===== src/rtl/lsu_defs_pkg.sv =====
// Shared definitions for the load/store unit.
// Holds funct3 encodings, FSM state codes and the request legality check.
package lsu_defs_pkg;

  localparam logic [2:0] F3_B  = 3'b000;
  localparam logic [2:0] F3_H  = 3'b001;
  localparam logic [2:0] F3_W  = 3'b010;
  localparam logic [2:0] F3_BU = 3'b100;
  localparam logic [2:0] F3_HU = 3'b101;

  typedef enum logic [1:0] {
    ST_IDLE,
    ST_ACCESS,
    ST_MERGE,
    ST_RESP
  } lsu_state_t;

  // Unsigned loads exist only for reads; anything else is illegal for both directions.
  function automatic logic req_error(input logic        we,
                                     input logic [2:0]  f3,
                                     input logic [31:0] addr,
                                     input int unsigned words);
    logic legal;
    logic misal;
    legal = 1'b0;
    misal = 1'b0;
    case (f3)
      F3_B:  legal = 1'b1;
      F3_BU: legal = ~we;
      F3_H: begin
        legal = 1'b1;
        misal = addr[0];
      end
      F3_HU: begin
        legal = ~we;
        misal = addr[0];
      end
      F3_W: begin
        legal = 1'b1;
        misal = |addr[1:0];
      end
      default: legal = 1'b0;
    endcase
    return ~legal | misal | ({2'b00, addr[31:2]} >= words);
  endfunction

endpackage


===== src/rtl/lsu_lane.sv =====
// Byte/halfword lane logic: extracts and extends load data, and merges
// store data into an existing word for read-modify-write.
module lsu_lane
  import lsu_defs_pkg::*;
(
  input  logic [31:0] word,
  input  logic [1:0]  offset,
  input  logic [2:0]  funct3,
  input  logic [31:0] wdata,
  output logic [31:0] load_val,
  output logic [31:0] store_word
);

  logic [4:0]  sh;
  logic [7:0]  b;
  logic [15:0] h;
  logic [31:0] bmask;

  always_comb begin
    sh         = {offset, 3'b000};
    b          = 8'(word >> sh);
    h          = offset[1] ? word[31:16] : word[15:0];
    bmask      = 32'h0000_00FF << sh;
    load_val   = word;
    store_word = word;
    case (funct3)
      F3_B: begin
        load_val   = {{24{b[7]}}, b};
        store_word = (word & ~bmask) | ({24'h0, wdata[7:0]} << sh);
      end
      F3_H: begin
        load_val   = {{16{h[15]}}, h};
        store_word = offset[1] ? {wdata[15:0], word[15:0]} : {word[31:16], wdata[15:0]};
      end
      F3_W:    store_word = wdata;
      F3_BU:   load_val   = {24'h0, b};
      F3_HU:   load_val   = {16'h0, h};
      default: ;
    endcase
  end

endmodule


===== src/rtl/load_store_unit.sv =====
// Data-memory initiator: one RV32I load/store at a time, word-granular
// memory accesses with read-modify-write for sub-word stores.
module load_store_unit
  import lsu_defs_pkg::*;
#(
  parameter int unsigned MEM_WORDS = 64
) (
  input  logic        clk,
  input  logic        reset,
  input  logic        req_valid,
  output logic        req_ready,
  input  logic        req_we,
  input  logic [2:0]  req_funct3,
  input  logic [31:0] req_addr,
  input  logic [31:0] req_wdata,
  output logic        rsp_valid,
  output logic [31:0] rsp_rdata,
  output logic        rsp_err,
  output logic        mem_we,
  output logic [31:0] mem_addr,
  output logic [31:0] mem_din,
  input  logic [31:0] mem_dout
);

  lsu_state_t  state;
  logic        we_q;
  logic        st_q;
  logic [2:0]  f3_q;
  logic [1:0]  off_q;
  logic [31:0] wdata_q;
  logic        accept_err;
  logic [31:0] lane_load;
  logic [31:0] lane_store;

  assign accept_err = req_error(req_we, req_funct3, req_addr, MEM_WORDS);

  // Gating by reset keeps an in-flight write from landing on the reset edge.
  assign mem_we = we_q & ~reset;

  lsu_lane u_lane (
    .word       (mem_dout),
    .offset     (off_q),
    .funct3     (f3_q),
    .wdata      (wdata_q),
    .load_val   (lane_load),
    .store_word (lane_store)
  );

  always_ff @(posedge clk) begin
    if (reset) begin
      state     <= ST_IDLE;
      req_ready <= 1'b1;
      rsp_valid <= 1'b0;
      rsp_rdata <= '0;
      rsp_err   <= 1'b0;
      we_q      <= 1'b0;
      mem_addr  <= '0;
      mem_din   <= '0;
      st_q      <= 1'b0;
      f3_q      <= '0;
      off_q     <= '0;
      wdata_q   <= '0;
    end else begin
      case (state)
        ST_IDLE: begin
          rsp_valid <= 1'b0;
          we_q      <= 1'b0;
          if (req_valid) begin
            st_q      <= req_we;
            f3_q      <= req_funct3;
            off_q     <= req_addr[1:0];
            wdata_q   <= req_wdata;
            req_ready <= 1'b0;
            if (accept_err) begin
              rsp_valid <= 1'b1;
              rsp_err   <= 1'b1;
              rsp_rdata <= '0;
              state     <= ST_RESP;
            end else begin
              mem_addr <= {req_addr[31:2], 2'b00};
              // Full-word stores skip the read and write during ACCESS.
              if (req_we && req_funct3 == F3_W) begin
                we_q    <= 1'b1;
                mem_din <= req_wdata;
              end
              state <= ST_ACCESS;
            end
          end
        end
        ST_ACCESS: begin
          we_q <= 1'b0;
          if (!st_q || f3_q == F3_W) begin
            rsp_rdata <= st_q ? '0 : lane_load;
            rsp_err   <= 1'b0;
            rsp_valid <= 1'b1;
            state     <= ST_RESP;
          end else begin
            mem_din <= lane_store;
            we_q    <= 1'b1;
            state   <= ST_MERGE;
          end
        end
        ST_MERGE: begin
          we_q      <= 1'b0;
          rsp_rdata <= '0;
          rsp_err   <= 1'b0;
          rsp_valid <= 1'b1;
          state     <= ST_RESP;
        end
        ST_RESP: begin
          rsp_valid <= 1'b0;
          req_ready <= 1'b1;
          state     <= ST_IDLE;
        end
        default: state <= ST_IDLE;
      endcase
    end
  end

endmodule

===== config.mk =====
export PLATFORM = sky130hd
export DESIGN_NAME = load_store_unit
export DESIGN_NICKNAME = d
export VERILOG_FILES = /design/src/rtl/lsu_defs_pkg.sv /design/src/rtl/lsu_lane.sv /design/src/rtl/load_store_unit.sv
export SDC_FILE = /design/constraint.sdc
export NUM_CORES = 1
export LEC_CHECK = 0
export CAP_MARGIN = 25
export CORE_ASPECT_RATIO = 0.6
export CORE_MARGIN = 4
export CORE_UTILIZATION = 43
export DETAILED_ROUTE_END_ITERATION = 8
export PLACE_DENSITY = 0.78
export SYNTH_ARGS = -nofsm -noshare
export SYNTH_HDL_FRONTEND = slang
export SYNTH_HIERARCHICAL = 1
export SYNTH_SLANG_ARGS = --single-unit

===== constraint.sdc =====
create_clock -name clk -period 1.89 [get_ports clk]
set_input_delay 0.378 -clock clk [delete_from_list [all_inputs] [get_ports clk]]
set_output_delay 0.378 -clock clk [all_outputs]
set_load 0.02 [all_outputs]

==> Word-level counts from Yosys, hierarchy flattened <==
Index checks and enable logic that the tools add are counted.
{ "totals": {"reg_bits": 138, "elab_cells": 96} }
{ "op_classes": {"n_lt_le_gt_ge": 1, "n_eq_ne": 17, "n_shift": 3, "n_mux": 35, "bitwise": 10, "reduce_logical": 18} }
{ "ops": {"columns": ["op", "n"], "rows": [
  ["$mux 32", 9],
  ["$pmux 32 s3", 2],
  ["$pmux 32 s4", 1],
  ["$pmux 32 s2", 1],
  ["$and 32x32->32", 1],
  ["$not 32->32", 1],
  ["$or 32x32->32", 1],
  ["$shl 8x5->32", 1],
  ["$shl 8x5->32 const A", 1],
  ["$shr 32x5->8", 1],
  ["$ge 30x7->1 const B", 1],
  ["$mux 16", 1],
  ["$eq 3x3->1 const B", 4],
  ["$mux 1", 12],
  ["$ne 2x2->1 const B", 6],
  ["$pmux 2 s4", 1],
  ["$eq 3x1->1 const B", 2],
  ["$eq 3x2->1 const B", 2],
  ["$logic_not 3->1", 2],
  ["$pmux 1 s2", 3],
  ["$pmux 1 s3", 2],
  ["$reduce_or 2->1", 3],
  ["$reduce_and 5->1", 1],
  ["$eq 2x2->1 const B", 2],
  ["16 further kinds", 23]
]} }

==> Logic depth before layout (Yosys ltp) <==
Gate-level depths: netlist of the first run.
{ "logic_depth": {"ltp_word": 9, "depth_mapped": 10, "ltp_nobuf": 7} }

==> By module <==
Netlist of the first run, hierarchy kept.
{ "by_module_without_submodules": {"columns": ["module", "n_inst", "cells_each", "area_per_inst_um2", "seq_area_each_um2"], "rows": [
  ["load_store_unit", 1, 537, 5116.2, 2762.6],
  ["lsu_lane", 1, 212, 1413.9, 0.0]
]} }

==> Worst setup path after synthesis of the first run <==
Ideal clock, no wire load.
{ "synth_path": {"path_kind": "register to register", "startpoint": "register state[0]", "endpoint": "register mem_din[10]", "arrival_ns": 1.787, "required_ns": 1.756, "path_slack_ns": -0.031, "stages_incl_launch_ff": 11, "period_less_slack_ns": 1.921, "cell_sequence": "dfxtp_1 -> inv_1 -> ha_1 -> buf_2 -> nand2_1 -> o21ai_0 -> a21oi_1 -> and2_1 -> clkbuf_1 -> buf_2 -> a211oi_1"} }
{ "synth_via": {"elab_chain_cells": 3, "elab_cells_between_ends": 9, "classes_between": "eq/ne (5); mux (1); reduce/logical (3)"} }
{ "synth_rtl": {"columns": ["element", "line_no", "source"], "rows": [
  ["start, declared", "load_store_unit.sv:25", "lsu_state_t state;"],
  ["start signal, assigned", "load_store_unit.sv:51", "state <= ST_IDLE;"],
  ["start signal, assigned", "load_store_unit.sv:78", "state <= ST_RESP;"],
  ["start signal, assigned", "load_store_unit.sv:86", "state <= ST_ACCESS;"],
  ["$eq 2x1->1 / $logic_not 2->1 (equally long branches)", "load_store_unit.sv:64", "case (state)"],
  ["$ne 2x2->1 (no line) / $reduce_bool 2->1 (equally long branches)", null, null],
  ["$reduce_and 5->1 (no line)", null, null],
  ["end signal, assigned", "load_store_unit.sv:84", "mem_din <= req_wdata;"],
  ["end signal, assigned", "load_store_unit.sv:98", "mem_din <= lane_store;"],
  ["end, declared", "load_store_unit.sv:21", "output logic [31:0] mem_din,"]
]} }
Several ways; a longest one is shown, not always the timed one.
A chain may end at the register's enable or synchronous reset.

==> Worst setup path in the final report of the first run <==
{ "layout_path": {"startpoint": "register f3_q[0]", "endpoint": "register mem_din[31]"} }
{ "layout_via": {"elab_chain_cells": 4, "elab_cells_between_ends": 9, "classes_between": "eq/ne (3); mux (3); reduce/logical (3)"} }
{ "layout_rtl": {"columns": ["element", "line_no", "source"], "rows": [
  ["start, declared", "load_store_unit.sv:28", "logic [2:0] f3_q;"],
  ["start signal, assigned", "load_store_unit.sv:70", "f3_q <= req_funct3;"],
  ["$eq 3x2->1, or another cell as far along", "lsu_lane.sv:26", "case (funct3)"],
  ["$pmux 32 s3 (*)", "lsu_lane.sv:26", null],
  ["via lane_store[31]", "load_store_unit.sv:33", "logic [31:0] lane_store;"],
  ["$mux 32 (*)", "load_store_unit.sv:92", "if (!st_q || f3_q == F3_W) begin"],
  ["$pmux 32 s2 (*)", "load_store_unit.sv:64", null]
]} }
Mark *: on every way through the listed nets, which the timed path passes. The rest lies on a longest branch. The select of a mux whose other input is x is not followed.

==> key figures, run 1 <==
Yosys
  • Synth async-reset ratio: 0
  • Yosys Warn Count: 6
  • Yosys top cell by area: dfxtp_1
  • Sequential share of the synthesized area: 0.423
  • Main flop type after synthesis: dfxtp_1
  • Synth Register Bits: 138
  • Cells after Synth: 749
  • Synth top area cells: dfxtp_1 42%, nand2_1 8.2%, a21oi_1 7.0%
  • Mapped Area: 6530 um^2
  • Syn_area_per_cell: 8.72 um^2
  • Yosys cell types: 59
  • Post-synth EDFFs: 0
  • Post-synth top area share: 0.423

Timing
  • Total negative slack: -0.0746 ns
  • Worst Tran Pin Value: 0.824 ns
  • Max-slew headroom: 0.451
  • Final Hold Fails: 0
  • Post-route minimum period: 1.93 ns
  • RSZ-0062 raised after global routing: yes
  • Hold Slack: 0.272 ns
  • Endpoints failing setup: 4
  • Clock Skew: 0.0114 ns
  • Final critical-path setup slack: -0.0392 ns
  • Final Slew Violations: 0
  • Tcrit/Tclk final: 1.02
  • Fmax: 0.518 GHz

CTS
  • # H-tree levels: 4
  • CTS Buf Count: 17
  • # hold bufs at CTS: 0
  • Clock transition at path regs: 0.06 ns
  • CTS root buffer: clkbuf_16
  • CTS tree: yes
  • CTS max path bufs: 2
  • Clock Sink Count: 138
  • Skew-Pair Late Insertion Delay: 0.42 ns

Finish
  • Net count, final: 1,105
  • Area grow syn2layout: 59.4%
  • Proportion of layout cells with a drive suffix above 1: 0.220
  • N_diodes: 0
  • Most frequent cells in the layout: 163 x clkdlybuf4s50_1, 141 x nand2_1, 133 x dfxtp_1
  • Fin util: 0.709
  • Non-filler instance count after layout: 1,207
  • Commonest non-fill, non-tap cell in the layout: clkdlybuf4s50_1

Critical path
  • Reg2reg setup slack: -0.04 ns
  • Top delay family on crit path: compound AO/OA/AOI/OAI gates
  • Worst path depth: 8
  • Cell count of the worst reg-to-reg path: 8
  • Critical Path Source Type: register
  • Crit Path Max Fanout: 8
  • Crit-path most repeated cell: buf_4
  • Crit path buffers/inverters: 2
  • Crit path kind: reg -> reg
  • CP Capture Type: register
  • Cells along the critical path: buf_4, o21a_1, o21ai_2, buf_4, nand2_1, o211ai_1, mux2i_1, a211oi_1
  • CP arrival: 2.26 ns
  • Slowest stage cell, crit path: dfxtp_4
  • CP max stage delay: 0.39 ns
  • CP required: 2.22 ns

Global routing
  • Vias in the first global route: 6,731
  • Antenna violations before repair: 1
  • GRT Residual Overflow: 0
  • Total track usage: 0.269
  • Pin count of the biggest net entering global routing: 71
  • Wire length of the first global-routing pass: 36.8 mm

Drt
  • Routed Wire Length: 25.0 mm
  • Initial DRC count: 995
  • Pre-antenna DRT Iters: 9
  • DRC Markers: 14
  • Total number of vias: 7,024
  • Post-route ant nets: 0
  • Via-per-instance ratio: 5.82
  • Mean routed wirelength per cell: 20.7 um

Run
  • Max-capacitance violation count: 0

Placed design
  • Dpl cells: 1,156
  • Dpl hpwl: 16.6 mm
  • Routability cong.: 0.895
  • Number of port buffers: 200

Floorplanning
  • Die area: 17,300 um^2
  • Boundary Pins: 203
  • Die Span X: 167 um
  • CORE AREA: 14,700 um^2
  • # rows: 34
  • Initial cell density of the core: 0.445
  • Die height: 103 um

Power
  • Static leakage: 4.04 nW
  • Total power: 14.6 mW
  • Pwr Density: 1410 nW/um^2
  • Worst VDD drop: 0.000746 V

Run status
  • Failing checks: design-rule violations, negative setup slack
  • Outcome: finished, violations left

Hold path
  • Hold path depth: 3
  • Hold WC Path Type: in -> reg
-- cells in the mapped netlist (all sizes together) (9+ instances only) --
master  number
nand2      143
dfxtp      138
a21oi       92
mux2i       35
and2        34
a211oi      33
a22o        32
buf         31
clkbuf      29
o21ai       22
nor2        18
inv         15
mux2        15
a221o       13
a22oi       10
nand4        9
-- metrics by stage --
stage,setup WS [ns],area (um^2)
floorplan,0.00859,6540
global placement,-0.619,9140
detailed placement,-0.697,9140
CTS,-0.00831,10200
global route,-0.0598,10400
finish,-0.0392,10400
-- metal layers --
metal / up-vias / GRT usage / wire length, um
met5: - / 0 / 13
met4: 2 / 0.0987 / 740
met3: 77 / 0.0877 / 2960
met2: 473 / 0.423 / 11000
met1: 3271 / 0.352 / 10300
li1: 3201 / - / -
-- state kept, by name, indices dropped and copies added (netlist names) --
signal / flops
rsp_rdata: 32
req_ready: 1
f3_q: 3
mem_addr: 30
off_q: 2
rsp_valid: 1
st_q: 1
state: 2
we_q: 1
rsp_err: 1
mem_din: 32
wdata_q: 32
-- what timing repair did --
| item | CTS | global route |
|---|---|---|
| resized for setup | 91 | 91 |
| gates cloned | 6 | 2 |
| setup endpoints to repair | 67 | 83 |
| pin swaps | 40 | 35 |
| buffers inserted | 9 | 7 |
-- worst paths after layout --
| check | start | end |
|---|---|---|
| hold / removal | req_addr[4] | mem_addr[4] |
| setup reg to reg | f3_q[0] | mem_din[31] |
| setup / recovery | f3_q[0] | mem_din[31] |
| hold reg to reg | wdata_q[21] | wdata_q[21] |
-- area by class of cell --
type                            instances  area, um^2
Inverter                               15        58.8
Clock buffer                           18         439
Fill cell                            1065        4270
Sequential cell                       138        2770
Timing Repair Buffer                  288        2940
Tap cell                              198         248
Clock inverter                         13         193
Multi-Input combinational cell        537        3760
-- where the power goes --
| group | switching, mW | internal [mW] |
|---|---|---|
| logic | 3.82 | 3.42 |
| registers | 0.377 | 3.40 |
| clock network | 1.35 | 2.26 |
-- kinds of logic after synthesis --
family                     Yosys count  share of synthesized area
buffers and inverters               75                     0.0523
muxes                               50                     0.0841
AOI/OAI and AO/OA                  229                      0.243
DFF                                138                      0.423
and+or+nand+nor                    251                      0.187
other                                1                   0.000574
adders and majority gates            5                    0.00958
-- tightest hold or removal path: cells and delay by family --
family          cells  cell delay, ns
compound gates      1            0.06
buf+inv             1            0.14
simple gates        1            0.06
(Power assumes the default switching activity.)
==> run 2, diff against run 1 <==
--- a/constraint.sdc
+++ b/constraint.sdc
@@ -3,2 +3,2 @@
 set_output_delay 0.378 -clock clk [all_outputs]
-set_load 0.02 [all_outputs]
+set_load 0.1 [all_outputs]
==> run 2 against run 1 <==
  * The run ends with design-rule violations left
  * Register-to-register slack gained 0.04 ns
  * Sequential cell count is the same
  * Setup slack gained 0.041 ns
  * Die area is the same
  * Highest routed layer is now met4
  * Final cell count shrank 0.75%
  * Global-route usage shrank 1.7 points
  * Utilization grew 2.3 points
  * Maximum frequency grew 2.2%
==> key figures, run 2 (synthesis results as in run 1) <==
Placed design
  • Area post-placement: 9690 um^2
  • Routability cong.: 0.926
  • Dpl cells: 1,151
  • Dpl hpwl: 16.5 mm
  • Number of port buffers: 200

Critical path
  • CP Capture Type: register
  • Crit path buffers/inverters: 5
  • CP arrival: 2.24 ns
  • Crit path kind: reg -> reg
  • Reg2reg setup slack: 0.002 ns
  • Cells along the critical path: inv_4, ha_4, inv_2, nor2_4, a21oi_2, buf_4, nor4b_4, buf_6, clkbuf_16, a22o_1
  • Top delay family on crit path: buffers and inverters
  • Slowest stage cell, crit path: dfxtp_2
  • CP required: 2.24 ns
  • Crit Path Max Fanout: 7
  • CP max stage delay: 0.35 ns
  • Critical Path Source Type: register

Power
  • Pwr Density: 1520 nW/um^2
  • Worst VDD drop: 0.00101 V
  • Static leakage: 4.42 nW
  • Total power: 16.3 mW

Drt
  • Pre-antenna DRT Iters: 9
  • Mean routed wirelength per cell: 20.2 um
  • DRC Markers: 2
  • Routed Wire Length: 24.2 mm
  • Via-per-instance ratio: 5.78
  • Total number of vias: 6,927
  • Post-route ant nets: 0
  • Initial DRC count: 791

Floorplanning
  • # rows: 34
  • Die height: 103 um
  • Boundary Pins: 203
  • Initial cell density of the core: 0.445
  • CORE AREA: 14,700 um^2
  • Die area: 17,300 um^2
  • Die Span X: 167 um

Global routing
  • Antenna violations before repair: 0
  • Pin count of the biggest net entering global routing: 66
  • Vias in the first global route: 6,518
  • Wire length of the first global-routing pass: 34.6 mm
  • Total track usage: 0.252
  • GRT Residual Overflow: 0

Hold path
  • Hold WC Path Type: in -> reg

CTS
  • Skew-Pair Late Insertion Delay: 0.42 ns
  • CTS max path bufs: 2
  • Clock transition at path regs: 0.07 ns
  • CTS tree: yes
  • CTS root buffer: clkbuf_16
  • # H-tree levels: 4
  • CTS Buf Count: 17
  • Clock Sink Count: 138

Timing
  • Final Slew Violations: 0
  • Endpoints failing setup: 0
  • Clock Skew: 0.0137 ns
  • Max-slew headroom: 0.591
  • Final Hold Fails: 0
  • Worst Tran Pin Value: 0.613 ns
  • Post-route minimum period: 1.89 ns
  • Fmax: 0.530 GHz
  • Tcrit/Tclk final: 0.999
  • RSZ-0062 raised after global routing: yes
  • Total negative slack: 0 ns

Finish
  • Commonest non-fill, non-tap cell in the layout: nand2_1
  • N_diodes: 0
  • Net count, final: 1,095
  • Non-filler instance count after layout: 1,198
  • Design area: 10,700 um^2
  • Regs by FF count: mem_din x32, rsp_rdata x32, wdata_q x32
  • Proportion of layout cells with a drive suffix above 1: 0.284
  • Fin util: 0.732
  • Area grow syn2layout: 64.6%
  • Most frequent cells in the layout: 141 x nand2_1, 133 x dfxtp_1, 89 x a21oi_1

Run
  • Max-capacitance violation count: 0

Run status
  • Failing checks: design-rule violations
  • Outcome: finished, violations left
-- run 2: changes by cell type in the layout (fill, tap and decap cells not counted), sizes merged, moves of 2 or more --
cell           previous run  this run
clkdlybuf4s50           163        65
dlygate4sd2               7         4
inv                      18        20
buf                      90       172
dlymetal6s2s              3        17
clkbuf                   37        33
-- run 2: worst reg2reg max path: stages, from the launching register on --
cell,delay [ns]
dfxtp_2,0.35
inv_4,0.05
ha_4,0.27
inv_2,0.05
nor2_4,0.10
a21oi_2,0.04
buf_4,0.14
nor4b_4,0.30
buf_6,0.22
clkbuf_16,0.17
a22o_1,0.14
-- run 2: timing repair --
item,in CTS,in global routing
hold buffers,0,0
resized for setup,31,85
hold endpoints to repair,0,0
cloned,0,7
setup buffers,2,6
endpoints found under the setup margin,89,89
pin swaps,35,17
-- run 2: worst paths after layout --
kind                            depth (start not counted)           end         from
worst min register to register                          2   wdata_q[21]  wdata_q[21]
worst max register to register                         10  rsp_rdata[2]     state[1]
worst min-delay path                                    3   mem_addr[4]  req_addr[4]
worst max-delay path                                   10  rsp_rdata[2]     state[1]
-- run 2: power breakdown --
part	internal (mW)	switching, mW	total, mW
registers	3.40	0.535	3.94
clock network	2.15	1.40	3.54
logic	3.55	5.27	8.82
total	9.10	7.20	16.3
-- run 2: per-stage QoR --
stage                     hold WS [ns]  setup slack (ns)
after CTS                        0.343           -0.0456
final                            0.267           0.00166
after global routing             0.276           -0.0959
after floorplan                  0.432           0.00859
after detailed placement         0.442            -0.698
after global placement           0.438            -0.686
-- run 2: final cells by class --
class                           count  area [um^2]
Timing Repair Buffer              278         3390
Fill cell                        1026         3930
Sequential cell                   138         2770
Clock buffer                       18          439
Clock inverter                     14          185
Tap cell                          198          248
Multi-Input combinational cell    537         3640
Inverter                           15         61.3
-- run 2: metal layers --
layer,track usage,vias to the layer above,routed length (um)
met5,0,-,0
met4,0.0792,0,633
li1,-,3180,-
met2,0.392,436,10700
met1,0.336,3256,9900
met3,0.0839,55,3000
==> run 3, diff against run 2 <==
Settings changed: CTS_BUF_LIST set to sky130_fd_sc_hd__clkbuf_16.
==> run 3 against run 2 <==
  * The run now ends clean
  * Non-clock buffer count is 1 higher
  * Critical endpoint is now mem_din[29]
  * Largest power group unchanged
  * Critical path depth is 4 lower
  * Die area stayed put
==> key figures, run 3 (synthesis results as in run 1) <==
Floorplanning
  • Die area: 17,300 um^2
  • Die height: 103 um
  • CORE AREA: 14,700 um^2
  • # rows: 34
  • Boundary Pins: 203
  • Initial cell density of the core: 0.445
  • Die Span X: 167 um

Critical path
  • Cell count of the worst reg-to-reg path: 6
  • Cells along the critical path: buf_4, a21oi_4, o21ai_2, a221o_1, mux2i_1, a211oi_1
  • Slowest stage cell, crit path: dfxtp_4
  • Crit Path Max Fanout: 9
  • Crit path kind: reg -> reg
  • Reg2reg setup slack: 0.01 ns
  • Worst Setup EP: mem_din[29]
  • CP arrival: 2.17 ns
  • CP max stage delay: 0.38 ns
  • Worst setup path startpoint: f3_q[0]
  • CP required: 2.18 ns
  • FF-to-FF Start: f3_q[0]
  • CP Capture Type: register
  • Critical Path Source Type: register
  • R2r endpoint: mem_din[29]

CTS
  • CTS tree: yes
  • CTS Buf Count: 17
  • Clock transition at path regs: 0.07 ns
  • Skew-Pair Late Insertion Delay: 0.42 ns
  • CTS root buffer: clkbuf_16
  • Clock Sink Count: 138
  • CTS max path bufs: 2
  • # H-tree levels: 4

Power
  • Total power: 16.4 mW
  • Pwr Density: 1520 nW/um^2
  • Worst VDD drop: 0.00101 V
  • Static leakage: 4.42 nW

Finish
  • Fin util: 0.734
  • Non-filler instance count after layout: 1,199
  • Proportion of layout cells with a drive suffix above 1: 0.285
  • Net count, final: 1,096
  • Area grow syn2layout: 64.9%
  • N_diodes: 0
  • Commonest non-fill, non-tap cell in the layout: nand2_1
  • Most frequent cells in the layout: 141 x nand2_1, 133 x dfxtp_1, 89 x a21oi_1
  • Regs by FF count: mem_din x32, rsp_rdata x32, wdata_q x32
  • Design area: 10,800 um^2

Global routing
  • GRT Residual Overflow: 0
  • Total track usage: 0.251
  • Antenna violations before repair: 0
  • Wire length of the first global-routing pass: 34.6 mm
  • Pin count of the biggest net entering global routing: 66
  • Vias in the first global route: 6,498

Drt
  • Via-per-instance ratio: 5.81
  • Total number of vias: 6,963
  • Post-route ant nets: 0
  • Initial DRC count: 873
  • Pre-antenna DRT Iters: 8
  • DRC Markers: 0
  • Routed Wire Length: 24.5 mm
  • Mean routed wirelength per cell: 20.5 um

Hold path
  • Hold WC Path Type: in -> reg
  • Hold Crit Start: req_addr[4]

Timing
  • Worst Tran Pin Value: 0.613 ns
  • Fmax: 0.532 GHz
  • Tcrit/Tclk final: 0.994
  • RSZ-0062 raised after global routing: yes
  • Max-slew headroom: 0.591
  • Post-route minimum period: 1.88 ns
  • Final critical-path setup slack: 0.0104 ns
  • Final Slew Violations: 0
  • Final Hold Fails: 0
  • Clock Skew: 0.0129 ns
  • Endpoints failing setup: 0

Placed design
  • Dpl cells: 1,151
  • Routability cong.: 0.926
  • Dpl hpwl: 16.5 mm
  • Number of port buffers: 200
  • Place WS: -0.698 ns
  • Area post-placement: 9690 um^2

Run status
  • Outcome: finished clean

Run
  • Max-capacitance violation count: 0
-- run 3: per-layer routing --
layer / up-vias / track usage / routed length, um / share of wire
met4: 0 / 0.0779 / 666 / 0.027
met5: - / 0 / 0 / 0
met2: 459 / 0.392 / 10800 / 0.44
met1: 3256 / 0.336 / 10200 / 0.41
met3: 62 / 0.0836 / 2840 / 0.12
li1: 3186 / - / - / -
-- run 3: report_power, final --
part	internal (mW)	switching [mW]
Sequential	3.40	0.537
Clock	2.11	1.40
Combinational	3.61	5.34
-- run 3: layout make-up --
type,instances,area (um^2)
Clock inverter,15,189
Inverter,15,61.3
Tap cell,198,248
Timing Repair Buffer,279,3420
Fill cell,1023,3910
Sequential cell,138,2770
Clock buffer,17,425
Multi-Input combinational cell,537,3650
-- run 3: how the worst min path moves through the flow --
stage                  endpoint  slack [ns]  cells past startpoint
CTS                 mem_addr[2]        0.34                      3
global route        mem_addr[4]        0.27                      3
finish              mem_addr[4]        0.26                      3
global placement    wdata_q[19]        0.44                      2
floorplan           wdata_q[16]        0.43                      2
detailed placement  wdata_q[21]        0.44                      2
-- run 3: per-stage QoR --
stage | setup TNS, ns | hold slack (ns)
4_1_cts | -0.894 | 0.343
3_5_place_dp | -54.29 | 0.442
6_report | 0 | 0.264
2_1_floorplan | 0 | 0.432
5_1_grt | -2.11 | 0.273
3_3_place_gp | -52.38 | 0.438
-- run 3: worst max-delay path, delay by kind of cell, from the launching register on --
family	cells	cell delay, ns
flip-flops	1	0.38
AO/OA/AOI/OAI	4	0.94
buffers and inverters	1	0.15
multiplexers	1	0.28
-- run 3: timing repair --
item                                    CTS  global route
gates cloned                              0             8
endpoints found under the setup margin   89            89
hold buffers                              0             0
pin swaps                                35            16
setup buffers                             2             6
gates resized for setup                  31            86
